`src/rtl/outpkt_builder_pkg.sv`:
```
`default_nettype none
// ============================================================================
// outpkt_builder_pkg : type codes, header constants and FSM states for outpkt_builder
// Rev 1.0
// ============================================================================
package outpkt_builder_pkg;

  localparam logic [1:0] OUTPKT_TYPE_RESULT      = 2'd1;
  localparam logic [1:0] OUTPKT_TYPE_CMP_RESULT  = 2'd2;
  localparam logic [1:0] OUTPKT_TYPE_PACKET_DONE = 2'd3;
  localparam int         OUTPKT_TYPE_MSB         = 1;
  localparam int         OUTPKT_HDR_WORDS        = 3;
  localparam logic [7:0] OUTPKT_VERSION_DEFAULT  = 8'h02;

  typedef enum logic [2:0] {
    ST_IDLE = 3'd0,
    ST_HDR  = 3'd1,
    ST_BODY = 3'd2,
`ifdef OUTPKT_CHECKSUM_EN
    ST_CSUM = 3'd3,
`endif
    ST_ACK  = 3'd4
  } state_e;

endpackage
`default_nettype wire

```
`src/rtl/outpkt_builder_checksum.sv`:
```
`default_nettype none
// ============================================================================
// outpkt_checksum : 32-bit word-sum accumulator with clear and inverted output,
// built only when OUTPKT_CHECKSUM_EN is defined.  Rev 1.0
// ============================================================================
`ifdef OUTPKT_CHECKSUM_EN
module outpkt_checksum (
  input  logic        clk,
  input  logic        rst,
  input  logic        clr,
  input  logic        add_en,
  input  logic [15:0] add_val,
  output logic [31:0] csum
);

  logic [31:0] sum_q, sum_d;

  always_comb begin
    sum_d = sum_q;
    if (clr) begin
      sum_d = '0;
    end else if (add_en) begin
      sum_d = sum_q + {16'b0, add_val};
    end
  end

  always_ff @(posedge clk) begin
    if (rst) begin
      sum_q <= '0;
    end else begin
      sum_q <= sum_d;
    end
  end

  assign csum = ~sum_q;

endmodule
`endif
`default_nettype wire

```
`src/rtl/outpkt_builder.sv`:
```
`default_nettype none
// ============================================================================
// outpkt_builder : frames arbiter output items (header, body, optional checksum)
// into 16-bit words for the host FIFO. Macro OUTPKT_CHECKSUM_EN adds checksum.
// Rev 1.0
// ============================================================================
module outpkt_builder
  import outpkt_builder_pkg::*;
#(
  parameter int         PKT_NUM_WORDS  = 20,
  parameter int         HASH_NUM_WIDTH = 8,
  parameter logic [7:0] VERSION        = OUTPKT_VERSION_DEFAULT
) (
  input  logic                             CLK,
  input  logic                             RST,
  input  logic                             empty,
  input  logic [OUTPKT_TYPE_MSB:0]         outpkt_type,
  input  logic [15:0]                      pkt_id,
  input  logic [HASH_NUM_WIDTH-1:0]        hash_num,
  input  logic [31:0]                      num_processed,
  output logic [$clog2(PKT_NUM_WORDS)-1:0] rd_addr,
  input  logic [15:0]                      din,
  output logic                             rd_en,
  output logic [15:0]                      fifo_dout,
  output logic                             fifo_wr_en,
  input  logic                             fifo_full,
  output logic                             err
);

  localparam int ADDR_W = $clog2(PKT_NUM_WORDS);

  state_e                     state_q, state_d;
  logic [OUTPKT_TYPE_MSB:0]   type_q, type_d;
  logic [15:0]                pkt_id_q, pkt_id_d;
  logic [HASH_NUM_WIDTH-1:0]  hash_q, hash_d;
  logic [31:0]                np_q, np_d;
  logic [15:0]                len_q, len_d;
  logic [15:0]                idx_q, idx_d;
  logic [ADDR_W-1:0]          rd_addr_q, rd_addr_d;
  logic                       err_q, err_d;
  logic                       emit;
  logic [15:0]                word;

`ifdef OUTPKT_CHECKSUM_EN
  logic [31:0] csum;

  assign emit = (state_q == ST_HDR) || (state_q == ST_BODY) || (state_q == ST_CSUM);

  // Only header/body words are summed; the sum is frozen while it is emitted.
  outpkt_checksum u_checksum (
    .clk     (CLK),
    .rst     (RST),
    .clr     (state_q == ST_IDLE),
    .add_en  (fifo_wr_en && (state_q != ST_CSUM)),
    .add_val (word),
    .csum    (csum)
  );
`else
  assign emit = (state_q == ST_HDR) || (state_q == ST_BODY);
`endif

  assign fifo_wr_en = emit & ~fifo_full;
  assign fifo_dout  = word;
  assign rd_addr    = rd_addr_q;
  assign err        = err_q;

  always_comb begin
    state_d   = state_q;
    type_d    = type_q;
    pkt_id_d  = pkt_id_q;
    hash_d    = hash_q;
    np_d      = np_q;
    len_d     = len_q;
    idx_d     = idx_q;
    rd_addr_d = rd_addr_q;
    err_d     = err_q;
    word      = '0;
    rd_en     = 1'b0;

    case (state_q)
      ST_IDLE: begin
        if (!empty) begin
          if (outpkt_type == 2'd0) begin
            err_d = 1'b1;
            rd_en = 1'b1;
          end else begin
            type_d    = outpkt_type;
            pkt_id_d  = pkt_id;
            hash_d    = hash_num;
            np_d      = num_processed;
            idx_d     = '0;
            rd_addr_d = '0;
            state_d   = ST_HDR;
            case (outpkt_type)
              OUTPKT_TYPE_RESULT:     len_d = 16'(PKT_NUM_WORDS);
              OUTPKT_TYPE_CMP_RESULT: len_d = 16'(PKT_NUM_WORDS + 1);
              default:                len_d = 16'd2;
            endcase
          end
        end
      end

      ST_HDR: begin
        case (idx_q[1:0])
          2'd0:    word = {6'b0, type_q, VERSION};
          2'd1:    word = pkt_id_q;
          default: word = len_q;
        endcase
        if (fifo_wr_en) begin
          if (idx_q == 16'(OUTPKT_HDR_WORDS - 1)) begin
            idx_d   = '0;
            state_d = ST_BODY;
          end else begin
            idx_d = idx_q + 16'd1;
          end
        end
      end

      ST_BODY: begin
        // rd_addr tracks din-sourced words only, so the CMP hash word does not advance it.
        if (type_q == OUTPKT_TYPE_PACKET_DONE) begin
          word = (idx_q == 16'd0) ? np_q[15:0] : np_q[31:16];
        end else if (type_q == OUTPKT_TYPE_CMP_RESULT && idx_q == 16'd0) begin
          word = 16'(hash_q);
        end else begin
          word = din;
          if (fifo_wr_en) begin
            rd_addr_d = rd_addr_q + ADDR_W'(1);
          end
        end
        if (fifo_wr_en && idx_q == len_q - 16'd1) begin
          idx_d     = '0;
          rd_addr_d = '0;
`ifdef OUTPKT_CHECKSUM_EN
          state_d   = ST_CSUM;
`else
          state_d   = ST_ACK;
`endif
        end else if (fifo_wr_en) begin
          idx_d = idx_q + 16'd1;
        end
      end

`ifdef OUTPKT_CHECKSUM_EN
      ST_CSUM: begin
        word = (idx_q == 16'd0) ? csum[15:0] : csum[31:16];
        if (fifo_wr_en) begin
          if (idx_q == 16'd1) begin
            idx_d   = '0;
            state_d = ST_ACK;
          end else begin
            idx_d = idx_q + 16'd1;
          end
        end
      end
`endif

      ST_ACK: begin
        rd_en   = 1'b1;
        state_d = ST_IDLE;
      end

      default: state_d = ST_IDLE;
    endcase
  end

  always_ff @(posedge CLK) begin
    if (RST) begin
      state_q   <= ST_IDLE;
      type_q    <= '0;
      pkt_id_q  <= '0;
      hash_q    <= '0;
      np_q      <= '0;
      len_q     <= '0;
      idx_q     <= '0;
      rd_addr_q <= '0;
      err_q     <= 1'b0;
    end else begin
      state_q   <= state_d;
      type_q    <= type_d;
      pkt_id_q  <= pkt_id_d;
      hash_q    <= hash_d;
      np_q      <= np_d;
      len_q     <= len_d;
      idx_q     <= idx_d;
      rd_addr_q <= rd_addr_d;
      err_q     <= err_d;
    end
  end

endmodule
`default_nettype wire

```
`config.mk`:
```
export PLATFORM = sky130hd
export DESIGN_NAME = outpkt_builder
export DESIGN_NICKNAME = d
export VERILOG_FILES = /design/src/rtl/outpkt_builder_pkg.sv /design/src/rtl/outpkt_builder_checksum.sv /design/src/rtl/outpkt_builder.sv
export SDC_FILE = /design/constraint.sdc
export NUM_CORES = 1
export LEC_CHECK = 0
export ABC_AREA = 1
export CORE_MARGIN = 1.5
export CORE_UTILIZATION = 55
export DETAILED_ROUTE_END_ITERATION = 7
export PLACE_DENSITY_LB_ADDON = 0.1
export SLEW_MARGIN = 5
export SYNTH_ARGS = -nofsm -noshare
export SYNTH_HDL_FRONTEND = slang
export SYNTH_SLANG_ARGS = --single-unit
```
`constraint.sdc`:
```
create_clock -name CLK -period 3.8 [get_ports CLK]
set_clock_uncertainty 0.05 [all_clocks]
set_input_delay 0.38 -clock CLK [delete_from_list [all_inputs] [get_ports CLK]]
set_output_delay 0.38 -clock CLK [all_outputs]
set_load 0.02 [all_outputs]
```
==> summary.md, run 1 <==
| Metric | Value |
|---|---|
| Setup_tns | 0 ns |
| Remaining DRCs | 0 |
| Non-Filler Instances | 877 |
| Worst path cell trace | inv_1, ha_1, nand2_1, nor3_2, nand3_2, o21ai_1, nand2_1, nand2_1, nand2_1, nand2_1, clkdlybuf4s50_1 |
| Crit path launch type | flip-flop |
| Leading cell types by count after synthesis | sky130_fd_sc_hd__nand2_1, sky130_fd_sc_hd__a21oi_1, sky130_fd_sc_hd__dfxtp_1 |
| Fraction of synthesized area in multiplexers | 0 |
| Post-synthesis net count | 774 |
| Endpoint type of the worst setup path | primary output |
| Mean routed wirelength per cell | 14.3 µm |
| Post-synth cell types | 41 |
| Result of the run | finished, final reports clean |
| Final max-slew violation count | 0 |
| Filler instances | 693 |
| Hold-fix buffers at CTS | 0 |
| Post-synth EDFFs | 0 |
| # Post-CTS Setup Buffers | 0 |
| Initial antenna violation count | 0 |
| Instance count after placement with tap cells included | 861 |
| Area growth from synthesis to final layout | 26.1% |
| Synth Area in Compound Gates | 0.197 |
| Clk_lat worst skew | between 0.3 and 0.4 ns |
| Most used DFF post-synth | sky130_fd_sc_hd__dfxtp_1 |
| Input/output buffers | between 100 and 150 |
| Most repeated cell in the gate-level netlist after synthesis | sky130_fd_sc_hd__nand2_1 |
| Number of buffers created by CTS | 9 |
| VDD IR max | 0.213 mV |
| Min-delay worst type | flip-flop to flip-flop |
| Met1 Usage GRT | 0.360 |
| Final worst path period need | 3.55 ns |
| Setup-violating endpoint count in the final report | 0 |
| Count of mapped cells out of synthesis | 686 |
| Proportion of netlist area held by the largest area contributor | 0.373 |
| Actual slew at the worst max-slew pin | 1.10 ns |
| Final period util | 0.935 |
| Die X | 94.6 µm |
| Required time of the worst setup path | ~3.4 ns |
| Maximum clock insertion buffer count | 2 |
| Worst Path Class, Setup | flip-flop to primary output |
| Mean number of vias per cell | 5.45 |
| Clock-pin transition on the worst setup and hold timing paths | 0.08 ns |
| Crit-path most repeated cell | sky130_fd_sc_hd__nand2_1 |
| Max-Slew Margin vs Limit | 0.263 |
| Number of ports placed on the die boundary | 102 |
| Stage delay of the slowest cell on the critical path | 0.62 ns |
| Fraction of the yosys area taken by sequential cells | 0.373 |
| Crit-path slowest cell | sky130_fd_sc_hd__clkdlybuf4s50_1 |
| Maxcap violations | 0 |
| Global route overflow | 0 |
| Top cell type by total area after synthesis | sky130_fd_sc_hd__dfxtp_1 |
| First-iteration detailed-routing DRC count | approximately 270 |
| Clock tree from TritonCTS | yes |
| GP Congestion | 0.888 |
| Placeable core region | 8180 µm² |
| Mean cell area of the mapped netlist | roughly 6.7 µm² |
| Dominant combinational cell family by area after synthesis | simple AND/OR/NAND/NOR gates |
| Overall die area | slightly below 9000 µm² |
| Unrepaired setup endpoints after global routing | no |
| Floorplan row count | 33 |
| Most crowded layer after global routing | met2 |
| Sink count of the clock tree | 86 |
| Die Y | approximately 95 µm |
| GR met2 Demand/Resource | 0.493 |
| Post-Synth XOR/XNOR Area | 0.0114 |
| Starting density of the core | 0.564 |
| Number of global-route vias before repair | 4479 |
| Antenna diode instance count | 0 |
| Asr flop ratio synth | 0 |
| Synthesis warning total | 0 |
| Fraction of layout instances using a drive strength above 1 | 0.0687 |
| Post-synthesis share of cell area spent on and, or, nand and nor gates | 0.284 |
| Number of buffers and inverters on the critical path | 2 |
| Antenna Violating Nets Remaining | 0 |
| Lkg Pwr | between 0.002 and 0.0025 µW |
| Fraction of met3 tracks used by global routing | 0.0427 |
| Number of synthesized register bits | 86 |
| Count of cells resized by post-cts repair | 0 |
| Pin count of the biggest net entering global routing | 97 |
| Library cell used as clock root buffer | sky130_fd_sc_hd__clkbuf_8 |
| Pwr per Cell Area | approximately 390 nW/µm² |
| Length of the first detailed-routing pass in iterations | 5 |
| Area share of fa/ha/maj cells after synthesis | 0.0271 |
| Aggregate routed wire length | roughly 13000 µm |
| Detail Placement HPWL | 8820 µm |
| First-pass GRT wire length | 20300 µm |
| Mapped Area | 4610 µm² |
| Final Hold Violating Endpoints | 0 |
| Cell type group with the largest total delay on the critical path | simple AND/OR/NAND/NOR gates |
| Total Power | 2250 µW |
| All-layer global routing usage | 0.288 |
| Synth top area cells | sky130_fd_sc_hd__dfxtp_1, sky130_fd_sc_hd__nand2_1, sky130_fd_sc_hd__a21oi_1 |
| F_max | approximately 0.28 GHz |
| Layout net count | 855 |
| Number of levels in the clock H-tree | 3 |
| Max FO, Critical Path | 24 |
| Vias after detailed routing | approximately 4800 |
| Crit path arrival time | ~3.1 ns |
-- cell type report --
cell class	count	area, µm²	area share
Sequential cell	86	1720	0.296
Inverter	89	337	0.0579
Multi-Input combinational cell	476	2400	0.412
Clock buffer	10	128	0.0219
Clock inverter	6	61.3	0.0105
Timing Repair Buffer	105	1040	0.179
Tap cell	105	131	0.0226
-- final timing paths --
kind         startpoint      endpoint  slack [ns]  cells past startpoint
min            np_q[20]      np_q[20]        0.40                      2
max reg2reg    idx_q[0]    rd_addr[4]        1.38                      9
min reg2reg    np_q[20]      np_q[20]        0.40                      2
max            idx_q[0]  fifo_dout[0]        0.25                     11
-- cells by family (layout without fill, tap and decap cells) --
family                   Yosys count  count (layout)
AO/OA/AOI/OAI                    173             173
AND/OR/NAND/NOR                  287             287
adder cells (fa/ha/maj)           10              10
flip-flops                        86              86
XOR/XNOR                           6               6
buffers and inverters            124             210
-- routing by layer --
layer	vias up	part of all wire	wire length (µm)
li1	2408	-	-
met4	0	0.024	305
met3	27	0.052	646
met2	132	0.48	6040
met1	2215	0.44	5550
met5	-	0	0
-- state kept, by name, summed over array words and instances (netlist names) --
register / cells
np_q: 32
err: 1
idx_q: 16
len_q: 3
type_q: 2
hash_q: 8
pkt_id_q: 16
rd_addr: 5
state_q: 3
-- cells in the final DEF, fill, tap and decap left out, types with 2 or more instances in the layout --
cell and n:
sky130_fd_sc_hd__a211oi_1 2, sky130_fd_sc_hd__a21oi_1 88, sky130_fd_sc_hd__buf_4 4, sky130_fd_sc_hd__clkbuf_8 9
sky130_fd_sc_hd__clkdlybuf4s50_1 101, sky130_fd_sc_hd__clkinv_1 2, sky130_fd_sc_hd__clkinv_2 3, sky130_fd_sc_hd__dfxtp_1 86
sky130_fd_sc_hd__ha_1 10, sky130_fd_sc_hd__inv_1 78, sky130_fd_sc_hd__inv_2 8, sky130_fd_sc_hd__nand2_1 170
sky130_fd_sc_hd__nand2_2 5, sky130_fd_sc_hd__nand3_1 44, sky130_fd_sc_hd__nand3_2 6, sky130_fd_sc_hd__nand3_4 2
sky130_fd_sc_hd__nand4_1 12, sky130_fd_sc_hd__nor2_1 29, sky130_fd_sc_hd__nor2_2 2, sky130_fd_sc_hd__nor3_1 8
sky130_fd_sc_hd__nor3_2 2, sky130_fd_sc_hd__nor4_1 2, sky130_fd_sc_hd__o211ai_1 2, sky130_fd_sc_hd__o21ai_0 51
sky130_fd_sc_hd__o21ai_1 19, sky130_fd_sc_hd__o21ai_2 4, sky130_fd_sc_hd__o31ai_1 2, sky130_fd_sc_hd__xnor2_1 3
sky130_fd_sc_hd__xor2_1 3
-- where the power goes --
part / leakage [µW] / internal (µW) / switching [µW]
clock: 0.0000964 / 303 / 338
combinational: 0.00166 / 234 / 358
sequential: 0.000705 / 974 / 44.1
total: 0.00247 / 1510 / 740
-- through the flow --
stage	cell area, µm²	hold WS [ns]	util	setup slack (ns)
after floorplan	4610	0.375	-	1.65
final	5820	0.405	0.712	0.247
after detailed placement	5630	0.393	0.688	0.705
after global routing	5820	0.425	0.712	0.0314
after CTS	5820	0.406	0.712	0.293
after global placement	5630	0.387	0.688	0.752
-- worst register-to-register path, stage by stage, from the launching register on --
cell	delay, ns
sky130_fd_sc_hd__dfxtp_1	0.39
sky130_fd_sc_hd__inv_1	0.14
sky130_fd_sc_hd__ha_1	0.28
sky130_fd_sc_hd__nand2_1	0.10
sky130_fd_sc_hd__nor3_2	0.19
sky130_fd_sc_hd__nand2_2	0.40
sky130_fd_sc_hd__o21ai_2	0.31
sky130_fd_sc_hd__nand3_2	0.23
sky130_fd_sc_hd__a21oi_1	0.19
sky130_fd_sc_hd__nor2_1	0.06
Note: power is estimated with default switching activity, not from simulation.
==> inputs of run 2 (changes only) <==
- SYNTH_HIERARCHICAL: unset -> 1
==> results of run 2 <==
No change in the layout: final DEF, timing and power equal those of run 1.
Main changes from that run: Yosys warning count 0 -> 6
